### src/rtl/vec_pkg.sv
// Shared widths and slice geometry for the 100-bit vector stage feeders.
package vec_pkg;

    localparam int W_IN  = 32;
    localparam int W_OUT = 100;

    function automatic int ceil_div(input int a, input int b);
        return (a + b - 1) / b;
    endfunction

    localparam int BEATS  = ceil_div(W_OUT, W_IN);
    localparam int LAST_W = W_OUT - (BEATS - 1) * W_IN;
    localparam int CNT_W  = $clog2(BEATS);

    // Low bit position of beat k inside the frame (valid for k < BEATS-1).
    function automatic int offset(input int k);
        return W_OUT - (k + 1) * W_IN;
    endfunction

endpackage

### src/rtl/vec_out_slot.sv
// Single-entry valid/ready holding register; a load may coincide with a drain
// and then simply replaces the departing entry.
module vec_out_slot #(
    parameter int W = 100
) (
    input  logic         clk,
    input  logic         rst,
    input  logic         load,
    input  logic [W-1:0] load_data,
    input  logic         load_err,
    input  logic         out_ready,
    output logic [W-1:0] out_data,
    output logic         out_valid,
    output logic         pad_err
);

    // NOTE: all state here is sequential, so only non-blocking assignments;
    // mixing in blocking ones would make readers in other blocks race.
    always_ff @(posedge clk or negedge rst) begin
        if (!rst) begin
            out_data  <= '0;
            out_valid <= 1'b0;
            pad_err   <= 1'b0;
        end else begin
            pad_err <= load && load_err;
            if (load) begin
                out_data  <= load_data;
                out_valid <= 1'b1;
            end else if (out_valid && out_ready) begin
                out_valid <= 1'b0;
            end
        end
    end

endmodule

### src/rtl/vec100_packer.sv
// Packs MSB-first 32-bit beats into 100-bit frames behind a one-entry output slot.
module vec100_packer
    import vec_pkg::*;
(
    input  logic             clk,
    input  logic             rst,
    input  logic [W_IN-1:0]  in_data,
    input  logic             in_valid,
    output logic             in_ready,
    input  logic             abort,
    output logic [W_OUT-1:0] out_data,
    output logic             out_valid,
    input  logic             out_ready,
    output logic             pad_err,
    output logic [15:0]      frame_cnt
);

    localparam int HI_W = W_OUT - LAST_W;

    logic [CNT_W-1:0] cnt;
    logic [HI_W-1:0]  asm_hi;
    logic             last_beat;
    logic             accept;
    logic             load;
    logic             pad_bad;

    assign last_beat = (cnt == CNT_W'(BEATS - 1));
    // Only the final beat can stall: the earlier ones land in the assembly register.
    assign in_ready  = !abort && !(last_beat && out_valid && !out_ready);
    assign accept    = in_valid && in_ready;
    assign load      = accept && last_beat;
    assign pad_bad   = |in_data[W_IN-1:LAST_W];

    // NOTE: the assembly register is cleared on reset and abort so a discarded
    // partial frame can never bleed into a later one.
    always_ff @(posedge clk or negedge rst) begin
        if (!rst) begin
            cnt    <= '0;
            asm_hi <= '0;
        end else if (abort || load) begin
            cnt    <= '0;
            asm_hi <= '0;
        end else if (accept) begin
            for (int k = 0; k < BEATS - 1; k++) begin
                if (cnt == CNT_W'(k)) begin
                    asm_hi[offset(k) - LAST_W +: W_IN] <= in_data;
                end
            end
            cnt <= cnt + CNT_W'(1);
        end
    end

    vec_out_slot #(.W(W_OUT)) u_slot (
        .clk       (clk),
        .rst       (rst),
        .load      (load),
        .load_data ({asm_hi, in_data[LAST_W-1:0]}),
        .load_err  (pad_bad),
        .out_ready (out_ready),
        .out_data  (out_data),
        .out_valid (out_valid),
        .pad_err   (pad_err)
    );

    always_ff @(posedge clk or negedge rst) begin
        if (!rst) begin
            frame_cnt <= '0;
        end else if (out_valid && out_ready) begin
            frame_cnt <= frame_cnt + 16'd1;
        end
    end

endmodule
### config.mk
export PLATFORM = sky130hd
export DESIGN_NAME = vec100_packer
export DESIGN_NICKNAME = d
export VERILOG_FILES = /design/src/rtl/vec_pkg.sv /design/src/rtl/vec_out_slot.sv /design/src/rtl/vec100_packer.sv
export SDC_FILE = /design/constraint.sdc
export NUM_CORES = 1
export LEC_CHECK = 0
export BUFFER_PORTS_ARGS = -buffer_cell sky130_fd_sc_hd__buf_4
export CELL_PAD_IN_SITES_DETAIL_PLACEMENT = 0
export CELL_PAD_IN_SITES_GLOBAL_PLACEMENT = 1
export CORE_MARGIN = 4
export CORE_UTILIZATION = 49
export CTS_CLUSTER_DIAMETER = 30
export DETAILED_ROUTE_END_ITERATION = 12
export MAX_ROUTING_LAYER = met4
export PLACE_DENSITY_LB_ADDON = 0.1
export SETUP_SLACK_MARGIN = 0.05
export SLEW_MARGIN = 30
export SYNTH_ARGS = -nofsm -noshare
export SYNTH_HDL_FRONTEND = slang
export SYNTH_HIERARCHICAL = 1
export SYNTH_SLANG_ARGS = --single-unit
### constraint.sdc
create_clock -name clk -period 4.74 [get_ports clk]
set_input_delay 0.711 -clock clk [delete_from_list [all_inputs] [get_ports clk]]
set_output_delay 0.711 -clock clk [all_outputs]
set_load 0.01 [all_outputs]
**Yosys cells after proc, flatten, opt, wreduce, memory -nomap -nowiden**

Cells that the tools add are included.

- Output and inout bits: 119
- Input port bits: 37
- Register bits: 216
- Word-level logic and storage cells: 43

- Muxes and demuxes: 9
- Reduce and logical (&&, ||, !) cells: 21
- Equal/unequal tests: 3
- Add/subtract/negate cells: 2

Operators with widths:

| operator | count |
|---|---|
| $mux 96 | 2 |
| $mux 32 | 3 |
| $reduce_or 28->1 | 1 |
| $add 16x1->16 const B | 1 |
| $reduce_bool 2->1 | 5 |
| $logic_and 1x1->1 | 7 |
| $reduce_and 2->1 | 3 |
| $eq 2x2->1 const B | 2 |
| $mux 2 | 2 |
| $logic_not 1->1 | 3 |
| $add 2x1->2 const B | 1 |
| $eq 2x1->1 const B | 1 |
| $logic_not 2->1 | 1 |
| $mux 1 | 2 |
| $logic_or 1x1->1 | 1 |

**Logic depth before layout (Yosys ltp)**

Gate-level depths: netlist of the first run.

- Depth after elaboration: 10
- Depth in mapped cells: 7
- Gate-level depth less buffers: 6

**By module**

Netlist of the first run, hierarchy kept.

Modules (own cells, without submodules):

| module | area an instance (um^2) | times used | seq. area each (um^2) | cells an instance |
|---|---|---|---|---|
| vec100_packer | 4421.7 | 1 | 2852.7 | 315 |
| vec_out_slot | 3807.4 | 1 | 2552.4 | 216 |

**Least setup slack after synthesis of the first run**

Ideal clock, no wire load.

- Path kind: input-to-reg
- Start point: input out_ready
- End point: register u_slot.out_data[18]
- Arrival: 2.063 ns
- Setup time: 0.127 ns
- Required time: 4.613 ns
- Cell stages on the path: 6
- Setup slack: 2.550 ns
- Path buffers: 2
- Path through: and3b_2 nand2b_1 nor3b_1 buf_6 buf_6 mux2_1

- Word-level cells in the longest chain between the ends: 6

Ends and longest elaborated chain:

| element | line | source |
|---|---|---|
| start: declaration | vec100_packer.sv:13 | `input logic out_ready,` |
| $logic_not 1->1 | vec100_packer.sv:29 | `assign in_ready = !abort && !(last_beat && out_valid && !out_ready);` |
| $logic_and 1x1->1 | vec100_packer.sv:29 |  |
| $logic_not 1->1 | vec100_packer.sv:29 |  |
| $logic_and 1x1->1 | vec100_packer.sv:29 |  |
| $logic_and 1x1->1 | vec100_packer.sv:30 | `assign accept = in_valid && in_ready;` |
| $logic_and 1x1->1 | vec100_packer.sv:31 | `assign load = accept && last_beat;` |
| net load | vec100_packer.sv:24 | `logic load;` |
| end signal: assignment | vec_out_slot.sv:27 | `out_data <= load_data;` |
| end: declaration | vec_out_slot.sv:12 | `output logic [W-1:0] out_data,` |

The timed path passes the listed nets, and every way through them passes these cells.
A chain may end at the register's enable or synchronous reset.

**Worst setup path in the final report of the first run**

- Start point: register cnt[0]
- End point: register u_slot.out_data[17]

- Word-level cells in the longest chain between the ends: 7

Ends and longest elaborated chain:

| element | line | source |
|---|---|---|
| start: declaration | vec100_packer.sv:20 | `logic [CNT_W-1:0] cnt;` |
| start signal: assignment | vec100_packer.sv:49 | `cnt <= cnt + CNT_W'(1);` |
| $eq 2x2->1 (*) | vec100_packer.sv:27 | `assign last_beat = (cnt == CNT_W'(BEATS - 1));` |
| $logic_and 1x1->1 (2 in a row) | vec100_packer.sv:29 |  |
| $logic_not 1->1 | vec100_packer.sv:29 |  |
| $logic_and 1x1->1 | vec100_packer.sv:29 |  |
| $logic_and 1x1->1 | vec100_packer.sv:30 |  |
| $logic_and 1x1->1 (*) | vec100_packer.sv:31 |  |
| net load | vec100_packer.sv:24 |  |

The timed path passes the listed nets; every way through them passes the cells marked *.

==> results of run 1 <==
[state kept, by name, indices dropped and copies added, names as in the netlist]
| signal | count |
|---|---|
| u_slot/pad_err | 1 |
| frame_cnt | 16 |
| u_slot/out_valid | 1 |
| cnt | 2 |
| asm_hi | 96 |
| u_slot/out_data | 100 |
[critical path, stage by stage, from the launching register on]
cell      delay [ns]
dfrtp_1         0.43
ha_1            0.29
and3b_2         0.28
nand2b_1        0.20
nor3b_2         0.26
buf_6           0.64
mux2_2          0.41
[stage by stage]
stage                     hold WS (ns)  power [W]
after detailed placement         0.467    0.00225
after CTS                        0.352    0.00509
after global placement           0.462    0.00224
final                            0.131    0.00505
after global routing             0.147    0.00522
after floorplan                  0.415    0.00209
[power groups by stage]
stage	clock network (W)	registers, W	logic (W)
final	0.00282	0.00195	0.000274
after floorplan	0	0.00199	0.000106
after detailed placement	0	0.00198	0.000266
after global placement	0	0.00198	0.000260
after global routing	0.00296	0.00196	0.000300
after CTS	0.00286	0.00195	0.000268
[cell usage after synthesis]
cell type    n
and2_1       4
and3b_2      1
buf_2       15
a21oi_1      1
nand4_1      4
nor2_2       3
nor4_1       9
and4_4       1
a21o_1       1
xor2_1       5
buf_6       18
dfrtp_1    216
mux2_2      23
xnor2_1     10
a2bb2oi_1    1
nand2b_1     2
inv_1        6
nand3_1      6
mux2_1      78
nor3_2       3
a22o_1      96
and3_1       1
nand2_2      1
nand2_1      5
ha_1         5
nor3b_1      1
nor3_1       3
and4_1       2
nor2_1       9
nor2b_1      1
[per-layer routing]
layer / wire length [um] / share of wire
met4: 253 / 0.013
met1: 8370 / 0.44
met5: 0 / 0
met3: 977 / 0.052
met2: 9370 / 0.49
[how the worst min path moves through the flow]
| stage | from | to | slack, ns | depth (start not counted) |
|---|---|---|---|---|
| 6_report | rst | u_slot/out_data[16] | 0.13 | 1 |
| 2_1_floorplan | rst | asm_hi[0] | 0.42 | 0 |
| 3_5_place_dp | frame_cnt[15] | frame_cnt[15] | 0.47 | 1 |
| 5_1_grt | rst | u_slot/out_data[85] | 0.15 | 1 |
| 4_1_cts | rst | u_slot/out_data[16] | 0.35 | 1 |
| 3_3_place_gp | frame_cnt[15] | frame_cnt[15] | 0.46 | 1 |
[layout make-up]
cell class	count	area (um^2)
Clock buffer	47	1100
Clock inverter	24	270
Fill cell	1235	5600
Inverter	6	22.5
Multi-Input combinational cell	276	2540
Sequential cell	216	5410
Tap cell	220	275
Timing Repair Buffer	163	1310
[kinds of logic after synthesis]
kind of cell / Yosys count / synth area share
compound gates: 99 / 0.105
xor+xnor: 15 / 0.0160
fa+ha+maj: 5 / 0.00760
buf+inv: 39 / 0.0365
flops: 216 / 0.657
mux: 101 / 0.138
simple gates: 56 / 0.0401
==> results.cfg, run 1 <==
[layout]
area_delta_synth_final_pct = 32.8
drive_gt1_frac = 0.365
final_cell_area_um2 = 10900
finalNonFillerCells = 952
final_common_cell = dfrtp_1
utilization = 0.661
antenna_cells = 0
final_nets = 744
final_cell_mix = 216 x dfrtp_1, 157 x buf_4, 96 x a22o_1

[placement]
dp.cells = 878
finalWeightedCongestion = 0.750
dp.final_hpwl_um = 11700
dp_slack_ns = 1.97
placed_area_um2 = 9470
io_buffers = 155

[sta]
period_share = 0.576
worst_slew_pin_slew_ns = 0.952
final-setup-viol-count = 0
final.setup_skew_ns = 0.0185
layout_setup_ws_ns = 2.01
slew_headroom = 0.364
hold_viol = 0
setup_tns_ns = 0
min_period_ns = 2.73
rsz0062_at_grt = false
maxSlewViolCount = 0
fmax_ghz = 0.366

[synth]
ys_ff_latch = 216
yosys.area.top_type = dfrtp_1
synthCells = 531
ys_warn_count = 6
syn-num-nets = 573
synth_top_area_share = 0.657
ys_types = 30
syn_area_um2 = 8230
syn_area_per_cell_um2 = 15.5
yosysSeqAreaShare = 0.657
synth_area_leaders = dfrtp_1 66%, mux2_1 11%, a22o_1 10%

[clock_network]
cts_setup_buffers = 0
worst_setup_hold_path_clk_slew_ns = 0.05
cts_max_level = 2
ctsHoldBuffers = 0
clkSinkCount = 216
cts_buffer_depth = 3
cts_root_buf = clkbuf_16
cts_tree = done
cts_resized = 0
clkLatencyLatePin_ns = 0.50
numCtsBuffers = 39

[drt]
postRouteWirelength_um = 19000
num_vias = 5189
drtPass1Iterations = 4
ant_nets = 0
post-route-drc-count = 0
first_iter_violations = 194
vias_per_cell = 5.45
post_drt_wl_per_cell_um = 19.9

[pwr]
power.share.clock = 0.559
switching_share = 0.224
p_int_w = 0.00392
peakVddDrop_mv = 0.292
share_comb_of_total_power = 0.054
power_density_nw_per_um2 = 462
power_switching_w = 0.00113
p_leak_nw = 5.72
pwr-share-seq = 0.387

[critical_path]
path_max_fanout = 84
crit_start = cnt[0]
regToRegSetupSlack_ns = 2.01
crit_end = u_slot/out_data[17]
timing.rr.start = cnt[0]
crit_arrival_ns = 3.10
start_kind = flip-flop
rr_worst_depth = 6
worstSetupPathType = reg -> reg
worstSetupEndpointType = flip-flop
r2r_end = u_slot/out_data[17]
crit_required_ns = 5.11

[floorplanning]
start_util = 0.498
die_x_um = 138
num_io_pins = 156
die_y_um = 138
fp.coreArea_um2 = 16500
fp-row-count = 47
die_area_um2 = 18900

[global_routing]
top_usage_layer = met2
grt_pass1_vias = 5505
grtUsageTotal = 0.211
grt_pass1_wl_um = 30100
met2_usage = 0.328
grt.met1_usage = 0.283
overflow = 0
antenna_found_initial = 0
grt_max_degree = 129
gr-usage-met3 = 0.0467

[min_path]
min_path_type = in -> async

[run]
cap_viol_max_count = 0

[status]
status = complete, no violations
Note: power is estimated with default switching activity, not from simulation.
==> inputs of run 2 (changes only) <==
--- a/config.mk
+++ b/config.mk
@@ -9,7 +9,7 @@
 export CELL_PAD_IN_SITES_DETAIL_PLACEMENT = 0
 export CELL_PAD_IN_SITES_GLOBAL_PLACEMENT = 1
 export CORE_MARGIN = 4
-export CORE_UTILIZATION = 49
+export CORE_UTILIZATION = 45
 export CTS_CLUSTER_DIAMETER = 30
 export DETAILED_ROUTE_END_ITERATION = 12
 export MAX_ROUTING_LAYER = met4
==> constraint.sdc (replaced) <==
create_clock -name clk -period 2.65 [get_ports clk]
set_input_delay 0.3975 -clock clk [delete_from_list [all_inputs] [get_ports clk]]
set_output_delay 0.3975 -clock clk [all_outputs]
set_load 0.01 [all_outputs]
==> results.cfg, run 2 (same netlist as run 1, synthesis figures left out) <==
[clock_network]
clkLatencyLatePin_ns = 0.52
numCtsBuffers = 41
cts_setup_buffers = 0
cts_root_buf = clkbuf_16
clkSinkCount = 216
cts_buffer_depth = 3
cts_max_level = 2
worst_setup_hold_path_clk_slew_ns = 0.05
cts_tree = done

[placement]
io_buffers = 155
finalWeightedCongestion = 0.725
dp_slack_ns = 0.284
placed_area_um2 = 9580
dp.final_hpwl_um = 12400

[critical_path]
regToRegSetupSlack_ns = 0.25
rr_worst_depth = 6
crit_required_ns = 3.04
path_max_fanout = 67
crit_chain = ha_1 -> and3b_2 -> nand2b_1 -> nor3b_2 -> buf_12 -> mux2_1
start_kind = flip-flop
timing.rr.start = cnt[0]
critical-path-slowest-cell = dfrtp_1
max_stage_delay_ns = 0.42
crit_arrival_ns = 2.79
worstSetupEndpointType = flip-flop
worstSetupPathType = reg -> reg
r2r_end = u_slot/out_data[49]

[drt]
post_drt_wl_per_cell_um = 20.0
drtPass1Iterations = 4
postRouteWirelength_um = 19500
first_iter_violations = 204
num_vias = 5179
vias_per_cell = 5.31
ant_nets = 0
post-route-drc-count = 0

[min_path]
hold_path_end = asm_hi[58]
hp-start = in_data[26]
min_path_type = in -> reg
hold_depth = 2

[sta]
setup_tns_ns = 0
slew_headroom = 0.386
rsz0062_at_grt = false
final.setup_skew_ns = 0.0280
fmax_ghz = 0.416
worst_slew_pin_slew_ns = 0.919
layout_setup_ws_ns = 0.247
period_share = 0.907
hold_viol = 0
maxSlewViolCount = 0
final-setup-viol-count = 0
min_period_ns = 2.40

[status]
status = complete, no violations

[floorplanning]
num_io_pins = 156
die_area_um2 = 20500
die_x_um = 143
fp-row-count = 49
fp.coreArea_um2 = 18000
start_util = 0.458
die_y_um = 143

[pwr]
power_density_nw_per_um2 = 830
p_leak_nw = 5.79
peakVddDrop_mv = 0.635

[global_routing]
grt_max_degree = 79
grt_pass1_vias = 5646
overflow = 0
grt_pass1_wl_um = 31600
grtUsageTotal = 0.201
antenna_found_initial = 0

[layout]
largest_reg_flops = 100
top_register = u_slot/out_data
final_cell_area_um2 = 11100
antenna_cells = 0
final_cell_mix = 216 x dfrtp_1, 166 x buf_4, 96 x a22o_1
reg.largest.list = u_slot/out_data x100, asm_hi x96, frame_cnt x16
area_delta_synth_final_pct = 34.4
utilization = 0.616
final_nets = 756
drive_gt1_frac = 0.375
final_common_cell = dfrtp_1

[run]
cap_viol_max_count = 0
==> run 2: changes by cell type in the layout (fill, tap and decap cells not counted), moves of 2 or more <==
cell and change:
clkinv_8 +2, clkbuf_8 -3, clkinv_2 +3, buf_4 +9, buf_12 +2, inv_6 +2
==> run 2: layer usage <==
| metal | part of all wire | up-vias | global-route usage |
|---|---|---|---|
| li1 | - | 2335 | - |
| met5 | 0 | - | - |
| met4 | 0.013 | 0 | 0.0619 |
| met1 | 0.44 | 2688 | 0.272 |
| met3 | 0.057 | 18 | 0.0452 |
| met2 | 0.49 | 138 | 0.306 |
==> run 2: area by class of cell <==
type | instances | area [um^2]
Fill cell | 1401 | 6900
Sequential cell | 216 | 5410
Inverter | 6 | 22.5
Multi-Input combinational cell | 276 | 2540
Tap cell | 229 | 287
Clock buffer | 45 | 1060
Timing Repair Buffer | 173 | 1390
Clock inverter | 31 | 354
==> run 2: worst max path at each step <==
| stage | from | endpoint | slack [ns] | depth (start not counted) |
|---|---|---|---|---|
| 6_report | cnt[0] | u_slot/out_data[49] | 0.25 | 6 |
| 3_5_place_dp | cnt[0] | u_slot/out_data[2] | 0.28 | 7 |
| 2_1_floorplan | cnt[0] | u_slot/out_data[18] | 0.49 | 7 |
| 4_1_cts | cnt[0] | u_slot/out_data[4] | 0.26 | 7 |
| 5_1_grt | cnt[0] | u_slot/out_data[4] | 0.12 | 7 |
| 3_3_place_gp | cnt[0] | u_slot/out_data[17] | 0.36 | 6 |
==> run 2: critical path, delay by kind of cell, from the launching register on <==
kind                       cells  cell delay (ns)
DFF                            1             0.42
muxes                          1             0.39
adders and majority gates      1             0.28
buffers and inverters          1             0.36
and+or+nand+nor                3             0.76
==> run 2: what timing repair did <==
action,4_1_cts,5_1_grt
hold buffers,1,0
resized for setup,0,0
endpoints found under the setup margin,0,0
hold endpoints to repair,73,0
==> run 2: where the power goes <==
group	internal (W)	leakage [nW]	switching [W]
Clock	0.00342	0.678	0.00177
Sequential	0.00342	2.98	0.0000737
Combinational	0.000221	2.13	0.000274
Total	0.00707	5.79	0.00212
==> run 2: through the flow <==
| step | total power (W) | hold slack, ns | instances |
|---|---|---|---|
| 2_1_floorplan | 0.00374 | 0.102 | 531 |
| 3_3_place_gp | 0.00402 | 0.409 | 897 |
| 3_5_place_dp | 0.00403 | 0.411 | 897 |
| 4_1_cts | 0.00928 | 0.109 | 974 |
| 5_1_grt | 0.00951 | 0.123 | 976 |
| 6_report | 0.00918 | 0.131 | 976 |
